$ cat src/rtl/hilo_muldiv_seq_if.sv
// Execute-stage <-> HI/LO multiply/divide sequencer bundle.
// The master drives the request side; the slave returns interlock and HI/LO write strobes.
interface hilo_muldiv_seq_if #(
    parameter int unsigned WIDTH = 32
) ();
    logic             start;
    logic [1:0]       op;
    logic [WIDTH-1:0] a;
    logic [WIDTH-1:0] b;
    logic             cancel;
    logic             hilo_read;
    logic             busy;
    logic             stall;
    logic [WIDTH-1:0] wHiData;
    logic [WIDTH-1:0] wLoData;
    logic             whi;
    logic             wlo;
    logic             done;

    modport master (
        output start, op, a, b, cancel, hilo_read,
        input  busy, stall, wHiData, wLoData, whi, wlo, done
    );

    modport slave (
        input  start, op, a, b, cancel, hilo_read,
        output busy, stall, wHiData, wLoData, whi, wlo, done
    );
endinterface

$ cat src/rtl/hilo_muldiv_seq.sv
// Multi-cycle HI/LO sequencer: 32-step shift-add multiplier and restoring divider
// for MULT/MULTU/DIV/DIVU, with the MFHI/MFLO and back-to-back interlock.
module hilo_muldiv_seq #(
    parameter int unsigned WIDTH = 32,
    parameter int unsigned CNT_W = 6
) (
    input logic              clk,
    input logic              rst,
    hilo_muldiv_seq_if.slave bus
);
    typedef enum logic [1:0] {StIdle, StPrep, StCalc, StDone} state_e;

    state_e                 state_q, state_d;
    logic [1:0]             op_q, op_d;
    logic [WIDTH-1:0]       a_q, a_d;
    logic [WIDTH-1:0]       b_q, b_d;
    logic                   sign_a_q, sign_a_d;
    logic                   sign_b_q, sign_b_d;
    logic [WIDTH-1:0]       dsr_q, dsr_d;     // multiplicand or divisor magnitude
    logic [2*WIDTH-1:0]     prod_q, prod_d;
    logic [WIDTH:0]         rem_q, rem_d;
    logic [WIDTH-1:0]       quo_q, quo_d;
    logic [CNT_W-1:0]       cnt_q, cnt_d;
    logic [WIDTH-1:0]       hi_q, hi_d;
    logic [WIDTH-1:0]       lo_q, lo_d;
    logic                   whi_q, whi_d;
    logic                   wlo_q, wlo_d;
    logic                   done_q, done_d;

    logic                   is_signed;
    logic                   is_div;
    logic [WIDTH-1:0]       mag_a;
    logic [WIDTH-1:0]       mag_b;
    logic [WIDTH:0]         mul_sum;
    logic [2*WIDTH-1:0]     mul_nxt;
    logic [WIDTH+1:0]       div_part;
    logic [WIDTH+1:0]       div_diff;
    logic [WIDTH:0]         rem_nxt;
    logic [WIDTH-1:0]       quo_nxt;
    logic                   neg_res;
    logic [2*WIDTH-1:0]     prod_fin;
    logic [WIDTH-1:0]       quo_fin;
    logic [WIDTH-1:0]       rem_fin;

    assign is_signed = ~op_q[0];
    assign is_div    = op_q[1];
    assign mag_a     = (is_signed && a_q[WIDTH-1]) ? -a_q : a_q;
    assign mag_b     = (is_signed && b_q[WIDTH-1]) ? -b_q : b_q;

    // Multiplier LSB sits at prod_q[0]; the upper half accumulates with carry-out.
    assign mul_sum = {1'b0, prod_q[2*WIDTH-1:WIDTH]} + {1'b0, dsr_q};
    assign mul_nxt = prod_q[0] ? {mul_sum, prod_q[WIDTH-1:1]} : {1'b0, prod_q[2*WIDTH-1:1]};

    assign div_part = {rem_q, quo_q[WIDTH-1]};
    assign div_diff = div_part - {2'b00, dsr_q};

    always_comb begin
        rem_nxt = div_part[WIDTH:0];
        quo_nxt = {quo_q[WIDTH-2:0], 1'b0};
        if (!div_diff[WIDTH+1]) begin
            rem_nxt = div_diff[WIDTH:0];
            quo_nxt = {quo_q[WIDTH-2:0], 1'b1};
        end
    end

    // Quotient truncates toward zero; remainder follows the dividend's sign.
    assign neg_res  = sign_a_q ^ sign_b_q;
    assign prod_fin = neg_res ? -mul_nxt : mul_nxt;
    assign quo_fin  = neg_res ? -quo_nxt : quo_nxt;
    assign rem_fin  = sign_a_q ? -rem_nxt[WIDTH-1:0] : rem_nxt[WIDTH-1:0];

    always_comb begin
        state_d  = state_q;
        op_d     = op_q;
        a_d      = a_q;
        b_d      = b_q;
        sign_a_d = sign_a_q;
        sign_b_d = sign_b_q;
        dsr_d    = dsr_q;
        prod_d   = prod_q;
        rem_d    = rem_q;
        quo_d    = quo_q;
        cnt_d    = cnt_q;
        hi_d     = hi_q;
        lo_d     = lo_q;
        whi_d    = 1'b0;
        wlo_d    = 1'b0;
        done_d   = 1'b0;

        unique case (state_q)
            StIdle: begin
                if (bus.start && !bus.cancel) begin
                    state_d = StPrep;
                    op_d    = bus.op;
                    a_d     = bus.a;
                    b_d     = bus.b;
                end
            end
            StPrep: begin
                if (bus.cancel) begin
                    state_d = StIdle;
                end else begin
                    sign_a_d = is_signed & a_q[WIDTH-1];
                    sign_b_d = is_signed & b_q[WIDTH-1];
                    cnt_d    = '0;
                    if (is_div) begin
                        dsr_d = mag_b;
                        rem_d = '0;
                        quo_d = mag_a;
                        if (b_q == '0) begin
                            // Divide-by-zero: report completion, leave HI/LO untouched.
                            state_d = StDone;
                            done_d  = 1'b1;
                            lo_d    = '1;
                            hi_d    = a_q;
                        end else begin
                            state_d = StCalc;
                        end
                    end else begin
                        dsr_d   = mag_a;
                        prod_d  = {{WIDTH{1'b0}}, mag_b};
                        state_d = StCalc;
                    end
                end
            end
            StCalc: begin
                if (bus.cancel) begin
                    state_d = StIdle;
                end else begin
                    cnt_d = cnt_q + CNT_W'(1);
                    if (is_div) begin
                        rem_d = rem_nxt;
                        quo_d = quo_nxt;
                    end else begin
                        prod_d = mul_nxt;
                    end
                    if (cnt_q == CNT_W'(WIDTH - 1)) begin
                        state_d = StDone;
                        done_d  = 1'b1;
                        whi_d   = 1'b1;
                        wlo_d   = 1'b1;
                        if (is_div) begin
                            hi_d = rem_fin;
                            lo_d = quo_fin;
                        end else begin
                            hi_d = prod_fin[2*WIDTH-1:WIDTH];
                            lo_d = prod_fin[WIDTH-1:0];
                        end
                    end
                end
            end
            StDone: begin
                state_d = StIdle;
            end
            default: begin
                state_d = StIdle;
            end
        endcase
    end

    always_ff @(posedge clk) begin
        if (rst) begin
            state_q  <= StIdle;
            op_q     <= '0;
            a_q      <= '0;
            b_q      <= '0;
            sign_a_q <= 1'b0;
            sign_b_q <= 1'b0;
            dsr_q    <= '0;
            prod_q   <= '0;
            rem_q    <= '0;
            quo_q    <= '0;
            cnt_q    <= '0;
            hi_q     <= '0;
            lo_q     <= '0;
            whi_q    <= 1'b0;
            wlo_q    <= 1'b0;
            done_q   <= 1'b0;
        end else begin
            state_q  <= state_d;
            op_q     <= op_d;
            a_q      <= a_d;
            b_q      <= b_d;
            sign_a_q <= sign_a_d;
            sign_b_q <= sign_b_d;
            dsr_q    <= dsr_d;
            prod_q   <= prod_d;
            rem_q    <= rem_d;
            quo_q    <= quo_d;
            cnt_q    <= cnt_d;
            hi_q     <= hi_d;
            lo_q     <= lo_d;
            whi_q    <= whi_d;
            wlo_q    <= wlo_d;
            done_q   <= done_d;
        end
    end

    assign bus.busy    = (state_q != StIdle);
    assign bus.stall   = bus.busy & (bus.start | bus.hilo_read);
    assign bus.wHiData = hi_q;
    assign bus.wLoData = lo_q;
    assign bus.whi     = whi_q;
    assign bus.wlo     = wlo_q;
    assign bus.done    = done_q;
endmodule

$ cat src/flat_wrapper.sv
// flat-port wrapper written by rule: the top's interface ports become plain ports
module hilo_muldiv_seq_flat 
#(
    parameter int unsigned WIDTH = 32,
    parameter int unsigned CNT_W = 6
)
  (clk, rst, bus_start, bus_op, bus_a, bus_b, bus_cancel, bus_hilo_read, bus_busy, bus_stall, bus_wHiData, bus_wLoData, bus_whi, bus_wlo, bus_done);
  hilo_muldiv_seq_if #(.WIDTH(WIDTH)) bus_i ();
  input logic clk;
  input logic rst;
  input wire logic [$bits(bus_i.start)-1:0] bus_start;
  input wire logic [$bits(bus_i.op)-1:0] bus_op;
  input wire logic [$bits(bus_i.a)-1:0] bus_a;
  input wire logic [$bits(bus_i.b)-1:0] bus_b;
  input wire logic [$bits(bus_i.cancel)-1:0] bus_cancel;
  input wire logic [$bits(bus_i.hilo_read)-1:0] bus_hilo_read;
  output wire logic [$bits(bus_i.busy)-1:0] bus_busy;
  output wire logic [$bits(bus_i.stall)-1:0] bus_stall;
  output wire logic [$bits(bus_i.wHiData)-1:0] bus_wHiData;
  output wire logic [$bits(bus_i.wLoData)-1:0] bus_wLoData;
  output wire logic [$bits(bus_i.whi)-1:0] bus_whi;
  output wire logic [$bits(bus_i.wlo)-1:0] bus_wlo;
  output wire logic [$bits(bus_i.done)-1:0] bus_done;
  assign bus_i.start = bus_start;
  assign bus_i.op = bus_op;
  assign bus_i.a = bus_a;
  assign bus_i.b = bus_b;
  assign bus_i.cancel = bus_cancel;
  assign bus_i.hilo_read = bus_hilo_read;
  assign bus_busy = bus_i.busy;
  assign bus_stall = bus_i.stall;
  assign bus_wHiData = bus_i.wHiData;
  assign bus_wLoData = bus_i.wLoData;
  assign bus_whi = bus_i.whi;
  assign bus_wlo = bus_i.wlo;
  assign bus_done = bus_i.done;
  hilo_muldiv_seq #(.WIDTH(WIDTH), .CNT_W(CNT_W)) u_core (.clk(clk), .rst(rst), .bus(bus_i));
endmodule
$ cat config.mk
export PLATFORM = sky130hd
export DESIGN_NAME = hilo_muldiv_seq_flat
export DESIGN_NICKNAME = d
export VERILOG_FILES = /design/src/rtl/hilo_muldiv_seq_if.sv /design/src/rtl/hilo_muldiv_seq.sv /design/src/flat_wrapper.sv
export SDC_FILE = /design/constraint.sdc
export NUM_CORES = 1
export LEC_CHECK = 0
export ABC_AREA = 1
export CAP_MARGIN = 20
export CELL_PAD_IN_SITES_DETAIL_PLACEMENT = 1
export CELL_PAD_IN_SITES_GLOBAL_PLACEMENT = 1
export CORE_MARGIN = 2
export CORE_UTILIZATION = 43
export DETAILED_ROUTE_END_ITERATION = 12
export GPL_TIMING_DRIVEN = 0
export PLACE_DENSITY = 0.94
export SYNTH_ARGS = -nofsm -noshare
export SYNTH_HDL_FRONTEND = slang
export SYNTH_SLANG_ARGS = --single-unit
$ cat constraint.sdc
create_clock -name clk -period 4.6 [get_ports clk]
set_input_delay 0.92 -clock clk [delete_from_list [all_inputs] [get_ports clk]]
set_output_delay 0.92 -clock clk [all_outputs]
set_load 0.01 [all_outputs]
Word-level counts from Yosys, hierarchy flattened:

Cells that the tools add are included.

* bits in registers: 303
* input port bits: 71
* output and inout bits: 69
* logic and storage cells: 115

* add/sub/neg operators: 8
* eq/ne operators: 14
* multiplexer cells: 54
* bitwise operators: 8
* reduce and logical (&&, ||, !) cells: 16

Operators by type and width (count)
* $mux 32: 21
* $mux 64: 6
* $pmux 32 s2: 3
* $mux 33: 5
* $neg 32->32: 4
* $pmux 64 s2: 1
* $pmux 33 s2: 1
* $neg 64->64: 1
* $sub 34x32->34: 1
* $add 32x32->33: 1
* $logic_not 32->1: 1
* $mux 6: 2
* $pmux 6 s2: 1
* $ne 2x1->1 const B: 5
* $reduce_and 5->1: 2
* $mux 1: 8
* $mux 2: 4
* $ne 2x2->1 const B: 4
* $pmux 2 s4: 1
* $add 6x1->6 const B: 1
* $eq 6x5->1 const B: 1
* $reduce_and 2->1: 3
* $reduce_and 6->1: 1
* $eq 2x2->1 const B: 2
* 13 further kinds: 20

Depth between registers and ports, before layout:

Gate-level depths: netlist of run 1.

* depth after elaboration: 8
* gate-level depth with buffers: 31
* mapped depth without buffers: 30

Worst setup path after synthesis of run 1:

Ideal clock, no wire load.

* path type: reg-to-reg
* start point: register u_core.dsr_q[26]
* end point: register u_core.lo_q[26] (netlist: u_core.bus.wLoData[26])
* library setup time: 116 ps
* data arrival time: 3703 ps
* data required time: 4484 ps
* setup slack: 780 ps
* stages on the path, launching flop included: 26
* path buffers: 1
* period minus slack after synthesis: 3820 ps
* cells stage by stage: dfxtp_1 -> inv_1 -> ha_1 -> a21oi_1 -> nor2_1 -> o21ai_1 -> nand2_1 -> a21oi_4 -> nand3_2 -> nand2_4 -> buf_2 -> ha_1 -> nand3_1 -> nor2_1 -> nand3_1 -> nor3_1 -> and3_1 -> nand4_1 -> nand2_1 -> o21ai_0 -> o21bai_1 -> or2_2 -> nand3_1 -> nand3_1 -> o211ai_1 -> inv_1

* word-level cells in the longest chain between the ends: 8

Ends and longest elaborated chain
* from (decl): line hilo_muldiv_seq.sv:19 `logic [WIDTH-1:0] dsr_q, dsr_d;`
* from (signal assigned): line hilo_muldiv_seq.sv:186 `dsr_q <= dsr_d;`
* $sub 34x32->34: line hilo_muldiv_seq.sv:55 `assign div_diff = div_part - {2'b00, dsr_q};`
* $mux 1: line hilo_muldiv_seq.sv:60 `if (!div_diff[WIDTH+1]) begin`
* $neg 32->32: line hilo_muldiv_seq.sv:69 `assign quo_fin = neg_res ? -quo_nxt : quo_nxt;`
* $mux 32: line hilo_muldiv_seq.sv:69
* $mux 32: line hilo_muldiv_seq.sv:142 `if (is_div) begin`
* $mux 32: line hilo_muldiv_seq.sv:137 `if (cnt_q == CNT_W'(WIDTH - 1)) begin`
* $mux 32: line hilo_muldiv_seq.sv:127 `if (bus.cancel) begin`
* $pmux 32 s2: line hilo_muldiv_seq.sv:90 `unique case (state_q)`
* to (signal assigned): line hilo_muldiv_seq.sv:192 `lo_q <= lo_d;`
* to (decl): line hilo_muldiv_seq.sv:25 `logic [WIDTH-1:0] lo_q, lo_d;`

No other way between the ends. The select of a mux whose other input is x is not followed.
A chain may end at the register's enable or synchronous reset.

Worst setup path after layout of run 1:

* start point: register u_core.dsr_q[0]
* end point: register u_core.hi_q[16] (netlist: u_core.bus.wHiData[16])

* word-level cells in the longest chain between the ends: 8
* elaborated cells between the ends (all ways): 12
* those cells by class: add/sub: 4; mux: 8

Ends and longest elaborated chain
* $add 32x32->33 or $sub 34x32->34 (tied branches): line hilo_muldiv_seq.sv:51, hilo_muldiv_seq.sv:55
* $mux 64 or $mux 33 (tied branches): line hilo_muldiv_seq.sv:52, hilo_muldiv_seq.sv:60
* $neg 64->64 or $neg 32->32 (tied branches): line hilo_muldiv_seq.sv:68, hilo_muldiv_seq.sv:70
* $mux 64 or $mux 32 (tied branches): line hilo_muldiv_seq.sv:68, hilo_muldiv_seq.sv:70
* $mux 32 (*): line hilo_muldiv_seq.sv:142
* $mux 32 (*): line hilo_muldiv_seq.sv:137
* $mux 32 (*): line hilo_muldiv_seq.sv:127
* $pmux 32 s2 (*): line hilo_muldiv_seq.sv:90
* to (signal assigned): line hilo_muldiv_seq.sv:191 `hi_q <= hi_d;`
* to (decl): line hilo_muldiv_seq.sv:24 `logic [WIDTH-1:0] hi_q, hi_d;`

Mark *: on every way between the ends. The rest lies on a longest branch, timed or not. The select of a mux whose other input is x is not followed.

==> summary.txt, run 1 <==
Clock Power Share -> 25.7%
CTS tree -> built
# port buffers -> 138
I/O pin count -> 140
initial drt markers -> 2,797
count of different cell masters after synthesis -> 60
relative slew slack -> 27.2%
antenna violations before repair -> 5
largest family of logic cells by synthesized area -> simple AND/OR/NAND/NOR gates
vias in the first global route -> 29.0k
Slew @ Worst Pin -> 1090 ps
Crit Path Class -> reg2reg
top cells by area, synth -> dfxtp_1 (26%), nand2_1 (17%), a21oi_1 (8.7%), nand3_1 (6.9%), inv_1 (6.9%)
post-synth top area share -> 26.4%
Hold Path Class -> reg2reg
period utilization -> 97.4%
CP top delay family -> simple AND/OR/NAND/NOR gates
Mapped Avg Cell Area -> 6.04 sq um
H-tree levels -> 2
status -> complete, no violations
Num Clock Sinks -> 303
Ys Warns -> 0
DR pass1 iterations -> 7
Cell Int Power -> 6.29 mW
Root Buffer -> clkbuf_16
EDFF count, synth -> 0
DP HPWL -> 93,100 um
detailed-route DRC error count -> 0
Fmax -> 223 MHz
R2R Setup Slk -> 120 ps
syn nets -> 3,950
Crit Reg-Reg Endpoint -> u_core.bus.wHiData[16]$_SDFFE_PP0P_
GPL Wtd Cong -> 1.03
placed cells -> 4,630
clock latency on the worst-skew pair -> 590 ps
share of flip-flops with an asynchronous set or reset -> 0%
Cell Count, Final, Fillers Out -> 4,704
hold path cells -> 2
Final Critical Period -> 4480 ps
cts bufs inserted -> 36
Nets -> 4,131
Die Ht -> 235 um
Synth-to-Final Area Change -> 16.3%
WP data required -> 5030 ps
die area -> 55,300 sq um
post-route ant nets -> 0
largest stage delay on the critical path -> 540 ps
Crit. End Element -> register
Primary FF master, synth -> dfxtp_1
CTS Buffer Depth -> 3
CP startpoint kind -> register
CTS clk-pin slew, worst paths -> 60 ps
Starting Density -> 43.6%
crit path DAT -> 4910 ps
post-placement cell area -> 25,200 sq um
Reg2Reg Launch Point -> u_core.dsr_q[0]$_SDFFE_PP0P_
Hold Buf Count CTS -> 0
total of max-cap violations -> 0
first-pass GRT wire length -> 174,000 um
Yosys reg bits -> 303
clock skew -> 31.0 ps
power density cells -> 453 nW/um^2
Core Region -> 52,700 sq um
Max VDD drop -> 0.285 mV
final wirelength -> 117,000 um
overflow left after global routing -> 0
reg2reg path depth -> 17
Fin. Hold Viols -> 0
final setup vio count -> 0
switching power -> 5.81 mW
hold path startpoint -> u_core.bus.wHiData[28]$_SDFFE_PP0P_
Post-Synth XOR/XNOR Area -> 3.20%
Cell Chain, Critical Path -> ha_1, fa_1, nand3_1, nand2_1, xor2_1, o21ai_1, nand2_1, nor2_1, inv_1, nor3_1, nand3_1, nand2_1, nand2_1, a31oi_1, o21ai_1, nand2_1, a21oi_1
Worst path slowest cell -> a31oi_1
Design Area, Final -> 26,700 sq um
Post-Synth Simple-Gate Area -> 35.4%
adder-cell share of the synthesized area -> 4.15%
Die W -> 235 um
Crit Path Max Fanout -> 5
vias after detailed routing -> 28.6k
LEAKAGE -> 11.5 nW
Worst Hold End -> u_core.bus.wHiData[28]$_SDFFE_PP0P_
Compound-Gate Fraction of Synth Area -> 20.6%
Comb power frac -> 49.5%
largest net degree at the start of global routing -> 18
Total GRT Usage -> 40.8%
Sw Share -> 48.0%
sequential share of power -> 24.8%
area of the mapped netlist -> 23,000 sq um
row count -> 84
mux contribution to synthesized area -> 0%
register area share after synthesis -> 26.4%
count of mapped cells out of synthesis -> 3,804
Crit. Startpoint -> u_core.dsr_q[0]$_SDFFE_PP0P_
Routed wire per std cell -> 24.8 um
Yosys top cell by area -> dfxtp_1
Critical Path Most Common Cell -> nand2_1
Bufs and invs on worst path -> 1
via-per-instance ratio -> 6.08
fin. max-slew vios -> 0
share of cells above drive strength 1 -> 6.38%
==> layer usage <==
| metal | GRT usage (%) | share of wire, % |
|---|---|---|
| met5 | 0.173 | 0.010 |
| met4 | 34.0 | 9.3 |
| met3 | 6.21 | 8.6 |
| met2 | 65.3 | 44 |
| met1 | 48.3 | 38 |
==> logic make-up (layout without fill, tap and decap cells) <==
| family | after synthesis | after routing |
|---|---|---|
| AO/OA/AOI/OAI | 847 | 847 |
| flip-flops | 303 | 303 |
| XOR/XNOR | 84 | 84 |
| other | 0 | 4 |
| buffers and inverters | 602 | 810 |
| adder cells (fa/ha/maj) | 75 | 75 |
| AND/OR/NAND/NOR | 1893 | 1893 |
==> worst reg2reg max path: cells and delay by family (launching register included) <==
| family | cells | cell delay, ps |
|---|---|---|
| xor+xnor | 1 | 180 |
| fa+ha+maj | 2 | 770 |
| flops | 1 | 390 |
| simple gates | 9 | 1620 |
| compound gates | 4 | 1290 |
| buf+inv | 1 | 70 |
==> stage by stage <==
step                hold slack (ps)  util (%)  power, mW  setup TNS [ps]  worst slack (ps)
floorplan                       444         -       6.72               0               780
global placement                457      47.9       8.53           -5480              -770
detailed placement              460      47.9       8.66           -5580              -840
CTS                             467      50.3       11.8               0              47.2
global route                    495      50.7       12.6           -50.1             -28.8
finish                          465      50.7       12.1               0               119
==> power by group through the flow <==
stage	Clock (mW)	Combinational, mW	Sequential [mW]
2_1_floorplan	0	3.76	2.96
3_3_place_gp	0	5.51	3.02
3_5_place_dp	0	5.63	3.03
4_1_cts	3.09	5.72	2.98
5_1_grt	3.19	6.41	3.00
6_report	3.11	5.99	3.00
==> flip-flops by register name, summed over array words and instances (netlist names), 6 cells and up <==
register,flops
u_core.dsr_q,32
u_core.cnt_q,6
u_core.a_q,32
u_core.bus.wLoData,32
u_core.prod_q,64
u_core.b_q,32
u_core.rem_q,33
u_core.quo_q,32
u_core.bus.wHiData,32
==> cell usage after synthesis (12+ instances only) <==
library cell	instances
ha_1	73
a31oi_1	34
inv_1	420
nand3_1	315
o21ai_1	20
o21bai_1	31
dfxtp_1	303
nand4_1	42
nand3b_1	13
o211ai_1	25
nor2_1	349
xor2_1	68
a21oi_1	401
a22oi_1	54
clkbuf_1	140
xnor2_1	16
o21ai_0	234
nor3_1	51
or2_2	29
nand2_2	14
nand2_1	1021
nor2_2	12
==> area by class of cell <==
type                            instances  area [sq um]
Fill cell                            7297         26000
Multi-Input combinational cell       2899         14700
Sequential cell                       303          6120
Inverter                              438          1650
Timing Repair Buffer                  144          1430
Clock buffer                           46          1010
Tap cell                              688           861
Buffer                                163           691
Clock inverter                         19           235
Antenna cell                            4          10.0
==> what timing repair did <==
action,CTS,global route
endpoints found under the setup margin,7,23
gates resized for setup,17,54
pin swaps,2,2
setup buffers,2,3
==> layout by cell type, fill, tap and decap left out, types with 29 or more instances in the layout <==
cell	n
clkbuf_16	36
ha_1	59
o21bai_1	30
inv_1	419
dfxtp_1	273
clkdlybuf4s50_1	138
nand2_1	1021
nor2_1	346
xor2_1	68
nand4_1	42
or2_2	29
clkbuf_1	142
a22oi_1	54
o21ai_0	231
a31oi_1	34
nand3_1	312
a21oi_1	401
nor3_1	49
==> worst max path at each step <==
stage                     slack (ps)  depth (start not counted)                             endpoint
after detailed placement        -840                         25  u_core.bus.wLoData[26]$_SDFFE_PP0P_
after floorplan                  780                         25  u_core.bus.wLoData[26]$_SDFFE_PP0P_
after global placement          -770                         24  u_core.bus.wLoData[26]$_SDFFE_PP0P_
after global routing             -30                         27  u_core.bus.wLoData[26]$_SDFFE_PP0P_
final                            120                         17  u_core.bus.wHiData[16]$_SDFFE_PP0P_
after CTS                         50                         19  u_core.bus.wHiData[27]$_SDFFE_PP0P_
(Power assumes the default switching activity.)
==> run 2, diff against run 1 <==
Settings changed: ABC_AREA 1 to not set, CORE_UTILIZATION 43 to 44, PLACE_DENSITY 0.94 to 0.93.
==> run 2 against run 1 <==
Sequential power decreased by 3%. Cell count decreased by 17%. Highest routed layer unchanged. Power decreased by 14%. The run now ends with negative setup slack left. Wire length grew 1.6%. Largest power group unchanged. Area after synthesis shrank 6.4%. Critical path type unchanged. Hold slack worse by 3.3 ps. Synthesized cell count decreased by 21%. Worst setup slack got worse by 1200 ps. Critical path depth is 8 higher. Via count fell by 8.4%.
==> summary.txt, run 2 <==
status -> finished with violations
violated checks -> negative setup slack
Synth-to-Final Area Change -> 24.7%
Starting Density -> 44.8% (+1.2 points)
first-pass GRT wire length -> 167,000 um (-3.7%)
I/O pin count -> 140 (unchanged)
Yosys top cell by area -> dfxtp_1
final setup vio count -> 16 (+16)
Die Ht -> 225 um (-4.3%)
register area share after synthesis -> 28.2% (+1.8 points)
most common cell after layout, fill and taps aside -> nand2_1
area of the mapped netlist -> 21,500 sq um (-6.4%)
Primary FF master, synth -> dfxtp_1
Max VDD drop -> 0.294 mV (+3.2%)
Die W -> 225 um (-4.3%)
share of flip-flops with an asynchronous set or reset -> 0% (unchanged)
synth cell count leaders -> nand2_1 (504), nor2_1 (349), dfxtp_1 (303)
most used routing layer -> met2
met3 Track Usage GR -> 14.3% (+8.1 points)
DP HPWL -> 89,500 um (-3.9%)
Final Critical Period -> 5720 ps (+1240 ps)
Crit Path Class -> reg2reg
Num Clock Sinks -> 303 (unchanged)
antenna violations before repair -> 6 (+1)
overflow left after global routing -> 0 (unchanged)
cts bufs inserted -> 36 (unchanged)
post-route ant nets -> 0 (unchanged)
total of max-cap violations -> 0 (unchanged)
Nets -> 3,401 (-18%)
GRT met1 Usage -> 57.2% (+8.9 points)
CTS clk-pin slew, worst paths -> 60 ps (about the same)
final setup margin -> -1120 ps (-1240 ps)
relative slew slack -> 15.8% (-11 points)
DR pass1 iterations -> 6 (-1)
Crit. End Element -> register
CTS tree -> built
Cell Count, Final, Fillers Out -> 3,901 (-17%)
# port buffers -> 139 (+0.72%)
post-layout util -> 55.9% (+5.2 points)
vias in the first global route -> 25.7k (-11%)
Mapped Avg Cell Area -> 7.13 sq um (+18%)
Root Buffer -> clkbuf_16
met2 Use GR -> 66.3% (+1.1 points)
share of cells above drive strength 1 -> 12.2% (+5.8 points)
Crit Path Max Fanout -> 10 (+5)
syn nets -> 3,160 (-20%)
Routed wire per std cell -> 30.4 um (+22%)
H-tree levels -> 2 (unchanged)
top cells by area, synth -> dfxtp_1 (28%), nand2_1 (8.8%), a21oi_1 (6.5%), nor2_1 (6.1%), xnor2_1 (4.4%)
CP startpoint kind -> register
fin. max-slew vios -> 0 (unchanged)
Biggest register -> u_core.prod_q
crit path DAT -> 6190 ps (+1280 ps)
Core Region -> 47,900 sq um (-8.9%)
top-count cell post-synth -> nand2_1
LEAKAGE -> 10.0 nW (-13%)
Critical Path Most Common Cell -> or4_4
RSZ-0062 raised after global routing -> true
GPL Wtd Cong -> 1.07 (+4.1%)
CTS Buffer Depth -> 3 (unchanged)
WP data required -> 5080 ps (+50 ps)
period utilization -> 124% (+27 points)
via-per-instance ratio -> 6.71 (+10%)
detailed-route DRC error count -> 0 (unchanged)
power density cells -> 389 nW/um^2 (-14%)
clock skew -> 37.6 ps (+6.60 ps)
Fmax -> 175 MHz (-22%)
initial drt markers -> 2,872 (+2.7%)
Ys Warns -> 0 (unchanged)
Total GRT Usage -> 44.6% (+3.8 points)
largest stage delay on the critical path -> 580 ps (+40 ps)
clock latency on the worst-skew pair -> 600 ps (about the same)
count of mapped cells out of synthesis -> 3,014 (-21%)
CP top delay family -> simple AND/OR/NAND/NOR gates
Worst path slowest cell -> or4_4
die area -> 50,600 sq um (-8.4%)
Slew @ Worst Pin -> 1260 ps (+171 ps)
post-synth top area share -> 28.2% (+1.8 points)
row count -> 80 (-4.8%)
vias after detailed routing -> 26.2k (-8.4%)
Yosys reg bits -> 303 (unchanged)
count of different cell masters after synthesis -> 91 (+52%)
max reg flops -> 64 (unchanged)
placed cells -> 3,770 (-19%)
Fin. Hold Viols -> 0 (unchanged)
most frequent cells in the layout -> nand2_1 (496), nor2_1 (342), a21oi_1 (260)
Bufs and invs on worst path -> 6 (+5)
Hold Path Class -> reg2reg
pre-CTS setup slack -> -2490 ps (-1650 ps)
largest net degree at the start of global routing -> 14 (-4)
EDFF count, synth -> 0 (unchanged)
top flop regs -> u_core.prod_q x64, u_core.rem_q x33
final wirelength -> 119,000 um (+1.6%)
## run 2: changes by cell type after synthesis, moves of 40 or more
cell,before,now
nand2_1,1021,504
inv_1,420,86
nand3_1,315,100
a21oi_1,401,277
xnor2_1,16,108
o21ai_0,234,148
a31oi_1,34,86
a211oi_1,2,42
## run 2: what timing repair did
action,4_1_cts,5_1_grt
hold buffers,0,0
pin swaps,40,51
gates resized for setup,161,109
setup buffers,31,33
setup endpoints to repair,73,55
## run 2: path summary, 6_finish.rpt
path | startpoint | endpoint | slack, ps | cells after the start
max | u_core.rem_q[12]$_SDFFE_PP0P_ | u_core.bus.wHiData[28]$_SDFFE_PP0P_ | -1120 | 25
min | u_core.bus.wHiData[7]$_SDFFE_PP0P_ | u_core.bus.wHiData[7]$_SDFFE_PP0P_ | 460 | 2
max reg2reg | u_core.rem_q[12]$_SDFFE_PP0P_ | u_core.bus.wHiData[28]$_SDFFE_PP0P_ | -1120 | 25
min reg2reg | u_core.bus.wHiData[7]$_SDFFE_PP0P_ | u_core.bus.wHiData[7]$_SDFFE_PP0P_ | 460 | 2
## run 2: stage by stage
step / area (sq um) / power (mW) / TNS [ps] / hold slack (ps)
final: 26800 / 10.4 / -9040 / 462
after global routing: 26800 / 10.6 / -10550 / 497
after CTS: 26100 / 9.83 / -6100 / 466
after detailed placement: 23900 / 6.40 / -48210 / 455
after global placement: 23900 / 6.30 / -41340 / 444
after floorplan: 21800 / 4.99 / -1060 / 436
## run 2: metal layers
layer,routed length (um),vias up
met5,30,-
met4,7110,4
met3,13800,413
met2,50100,1651
met1,47600,12900
li1,-,11200
## run 2: cells by family (layout without fill, tap and decap cells)
kind of cell	count (synthesis)	after routing	share of synthesized area, %
compound gates	852	852	25.5
simple gates	1238	1238	25.6
other cells	0	5	0
fa+ha+maj	75	75	4.44
flops	303	303	28.2
buf+inv	282	549	5.01
mux	52	52	2.56
xor+xnor	212	212	8.64
## run 2: layout make-up
cell class              count  area (sq um)
fillers                  6018         21200
multi-input cells        2429         15500
flip-flops and latches    303          6190
repair buffers            206          1910
clock buffers              45           975
plain buffers             192           832
well taps                 615           769
inverters                  87           334
clock inverters            19           289
diodes                      5          12.5
## run 2: report_power, final
| part | internal, mW | switching, mW | total (mW) |
|---|---|---|---|
| Combinational | 1.40 | 2.92 | 4.31 |
| Sequential | 2.73 | 0.173 | 2.90 |
| Clock | 1.86 | 1.35 | 3.21 |
## run 2: worst register-to-register path, stage by stage, from the launching register on
cell and delay (ps):
dfxtp_1 500, ha_1 300, clkbuf_2 210, nand4_1 180
nor4_1 70, a22o_1 240, o21a_2 240, o31a_1 300
nor2_4 190, inv_6 60, clkbuf_16 160, buf_12 130
nand2_4 70, o21ai_4 60, inv_2 60, ha_4 150
o2111ai_2 110, or4_4 470, nor4_4 410, a41oi_2 240
or4_4 580, buf_6 150, and2_4 180, a21oi_4 160
and4_4 290, o21ai_2 70
